$ cat config.mk
export PLATFORM = sky130hd
export DESIGN_NAME = seq_detector_param
export DESIGN_NICKNAME = d
export VERILOG_FILES = /design/src/rtl/seq_detector_param.sv
export SDC_FILE = /design/constraint.sdc
export NUM_CORES = 1
export LEC_CHECK = 0
export ABC_AREA = 1
export CORE_ASPECT_RATIO = 0.7
export CORE_MARGIN = 2
export CORE_UTILIZATION = 44
export DETAILED_ROUTE_END_ITERATION = 16
export DONT_BUFFER_PORTS = 1
export SLEW_MARGIN = 20
export SYNTH_ARGS = -nofsm -noshare
export SYNTH_HDL_FRONTEND = slang
export SYNTH_SLANG_ARGS = --single-unit
$ cat constraint.sdc
create_clock -name clk -period 3.05 [get_ports clk]
set_input_delay 0.305 -clock clk [delete_from_list [all_inputs] [get_ports clk]]
set_output_delay 0.305 -clock clk [all_outputs]
set_load 0.02 [all_outputs]
$ cat src/rtl/seq_detector_param.sv
// seq_detector_param
// Parametrised Mealy sequence detector on a serial bit stream. The pattern is
// runtime-loadable, din is qualified by en, and detection can switch between
// overlapping and non-overlapping mode every cycle. Matches are counted in a
// saturating counter. dout is a same-cycle strobe on the final pattern bit.
module seq_detector_param #(
    parameter int                     PATTERN_LEN = 4,
    parameter logic [PATTERN_LEN-1:0] PATTERN     = 4'b1011,
    parameter int                     CNT_W       = 8
) (
    input  logic                   clk,
    input  logic                   reset_n,
    input  logic                   en,
    input  logic                   din,
    input  logic                   overlap,
    input  logic                   pat_load,
    input  logic [PATTERN_LEN-1:0] pat_in,
    output logic                   dout,
    output logic [CNT_W-1:0]       match_cnt,
    output logic                   cnt_sat
);

    // fill only needs to reach PATTERN_LEN-1: once that many bits are held,
    // the incoming din completes a full-length window.
    localparam int               FILL_W    = $clog2(PATTERN_LEN);
    localparam logic [FILL_W-1:0] FILL_FULL = FILL_W'(PATTERN_LEN - 1);

    logic [PATTERN_LEN-1:0] pat_q,  pat_d;
    logic [PATTERN_LEN-2:0] hist_q, hist_d;
    logic [FILL_W-1:0]      fill_q, fill_d;
    logic [CNT_W-1:0]       cnt_q,  cnt_d;

    logic [PATTERN_LEN-1:0] window;
    logic                   full;
    logic                   match;
    logic                   sat;

    // Candidate window is the stored history with the live bit appended, so
    // the match is visible in the same cycle as the last pattern bit.
    assign window    = {hist_q, din};
    assign full      = (fill_q == FILL_FULL);
    assign match     = en & ~pat_load & full & (window == pat_q);
    assign sat       = &cnt_q;

    assign dout      = match;
    assign match_cnt = cnt_q;
    assign cnt_sat   = sat;

    // Next-state selection: a load overrides everything, idle cycles freeze
    // state, and a non-overlapping match flushes the history.
    always_comb begin
        pat_d  = pat_q;
        hist_d = hist_q;
        fill_d = fill_q;
        cnt_d  = cnt_q;
        if (pat_load) begin
            pat_d  = pat_in;
            hist_d = '0;
            fill_d = '0;
            cnt_d  = '0;
        end else if (en) begin
            if (match && !overlap) begin
                hist_d = '0;
                fill_d = '0;
            end else begin
                hist_d = window[PATTERN_LEN-2:0];
                if (!full) begin
                    fill_d = fill_q + FILL_W'(1);
                end
            end
            if (match && !sat) begin
                cnt_d = cnt_q + CNT_W'(1);
            end
        end
    end

    // State registers; reset restores the build-time pattern and clears history.
    always_ff @(posedge clk or negedge reset_n) begin
        if (!reset_n) begin
            pat_q  <= PATTERN;
            hist_q <= '0;
            fill_q <= '0;
            cnt_q  <= '0;
        end else begin
            pat_q  <= pat_d;
            hist_q <= hist_d;
            fill_q <= fill_d;
            cnt_q  <= cnt_d;
        end
    end

endmodule
==> impl_metrics.toml <==
[synthesis]
syn_nets = 135
ys_warn_count = 0
netlist_area_um2 = 946
synth_area_per_cell_um2 = 7.69
postSynthCellCount = 123
synth_cell_types = 20
synth_seq_area_share = 0.454
ys_ff_latch = 17

[die]
core_area_um2 = 1940
initial_utilization = 0.489
die_width_um = 59.4
rows = 13
die_y_um = 42.8
ios = 20
die-area_um2 = 2540

[sta]
max-slew-margin-rel = 0.490
setup-tns-final_ps = 0
fmax_mhz = 500
rsz0062_at_grt = "no"
finalSetupViolations = 0
min_period_ps = 2000
skew_ps = 5.52
holdWs_ps = 80.1
slew_violations = 0
timing.final.crit_share = 0.655
tightestPinTransition_ps = 763
final-hold-violation-count = 0

[finish]
drive_above_1_share = 0.119
final_cell_mix = "44 x nand2_1, 14 x inv_1, 14 x dfrtp_1"
syn_to_final_growth_pct = 6.08
utilization = 0.518
diodes = 0
final_common_cell = "nand2_1"
nets = 139

[grt]
grt_pass1_wl_um = 3220
grt_overflow = 0
grt_use_total = 0.170
grt_max_degree = 18
grt_pass1_vias = 671
antenna_found_initial = 0

[placement]
io_buffers = 0
place.gp.congestion = 0.827
dp_hpwl_um = 1420

[min_path]
hp-class = "in -> reg"

[clock_tree]
h-tree-depth = 1
cts_tree = "built"
clock_latency_ps = 290
cts-root-buf = "clkbuf_4"
numCtsBuffers = 3
clock_sinks = 17
clk_path_buf_depth = 2
post_cts_buffers = 0
clk_pin_slew_ps = 100
cts_hold_buf = 1
cts.repair.resized = 0

[critical_path]
critPathArrivalTime_ps = 1690
cp-start-kind = "flop"
crit_fanout = 6
critPathCaptureType = "primary output"
timing_worst_setup_path_type = "reg -> out"
worst_ep_required_time_ps = 2740

[run_status]
outcome = "completed"

[power_and_ir_drop]
ir_worst_vdd_uv = 291
leakagePower_nw = 0.561
pwr_density_cell_nw_per_um2 = 423

[route]
wl_um = 1880
ant_nets = 0
drt_iter0_drc = 21
wire_per_inst_um = 12.7
num_vias = 773
routed_via_density = 5.22
first_pass_iters = 4
drc = 0

[flow_run]
drv_cap = 0
-- sequential cells by signal (all words and copies together) (netlist names) --
| register | flops |
|---|---|
| match_cnt | 8 |
| fill_q | 2 |
| pat_q | 4 |
| hist_q | 3 |
-- cell type report --
type	instances	area, um^2
Inverter	16	60.1
Fill cell	189	932
Sequential cell	17	429
Tap cell	22	27.5
Clock inverter	1	5.00
Timing Repair Buffer	1	10.0
Multi-Input combinational cell	88	449
Clock buffer	3	22.5
-- synth_stat cells --
library cell	number	share of area
nor2_1	7	0.028
nand3_1	9	0.048
nand2_2	1	0.0066
a21oi_1	2	0.011
or2_2	1	0.0066
nand4_1	7	0.046
ha_1	2	0.026
nand2_1	44	0.17
xnor2_1	1	0.0093
a21o_1	1	0.0079
nor2_4	3	0.036
nor3_4	1	0.017
o21ai_0	6	0.032
inv_1	14	0.056
inv_2	2	0.0079
o21bai_1	1	0.0079
clkbuf_1	2	0.0079
dfrtp_1	14	0.37
xor2_1	2	0.019
dfstp_2	3	0.083
-- critical path: stages, from the launching register on --
cell and delay (ps):
dfrtp_1 550, ha_1 240, nand2_2 90, nor2_4 160
inv_2 70, nor3_4 300
-- logic make-up after synthesis --
logic type	after synthesis	synth area share
buffers and inverters	18	0.0714
adders and majority gates	2	0.0265
and+or+nand+nor	73	0.362
DFF	17	0.454
AOI/OAI and AO/OA	10	0.0582
xor gates and xnor gates	3	0.0278
-- through the flow --
| step | setup slack, ps | instances | total power [mW] | instance area (um^2) |
|---|---|---|---|---|
| finish | 1050 | 148 | 0.424 | 1000 |
| global placement | 1210 | 143 | 0.302 | 966 |
| global route | 932 | 148 | 0.450 | 1000 |
| detailed placement | 1160 | 143 | 0.304 | 966 |
| CTS | 1030 | 148 | 0.431 | 1000 |
| floorplan | 1350 | 123 | 0.296 | 946 |
-- routing by layer --
metal | share of wire | vias up | wire [um] | global-route usage
li1 | - | 397 | - | -
met1 | 0.54 | 353 | 1020 | 0.262
met2 | 0.39 | 21 | 724 | 0.229
met3 | 0.062 | 2 | 117 | 0.0610
met4 | 0.0069 | 0 | 13 | 0.0273
met5 | 0 | - | 0 | 0
-- final timing paths --
check / startpoint / end / slack, ps / cells past startpoint
max in group asynchronous: reset_n / match_cnt[5]$_DFFE_PN0P_ / 2050 / 1
max reg2reg: match_cnt[0]$_DFFE_PN0P_ / match_cnt[2]$_DFFE_PN0P_ / 1150 / 9
min: pat_load / pat_q[1]$_DFFE_PN1P_ / 80 / 1
min in group asynchronous: reset_n / fill_q[1]$_DFFE_PN0P_ / 520 / 1
min reg2reg: fill_q[1]$_DFFE_PN0P_ / fill_q[1]$_DFFE_PN0P_ / 490 / 2
max: match_cnt[0]$_DFFE_PN0P_ / cnt_sat / 1050 / 5
-- power breakdown --
group	internal [mW]	total, mW	switching [mW]
Combinational	0.0182	0.0472	0.0289
Clock	0.0488	0.120	0.0714
Sequential	0.242	0.257	0.0153
Total	0.309	0.424	0.116
No activity file was read; power rests on OpenSTA's default activity.
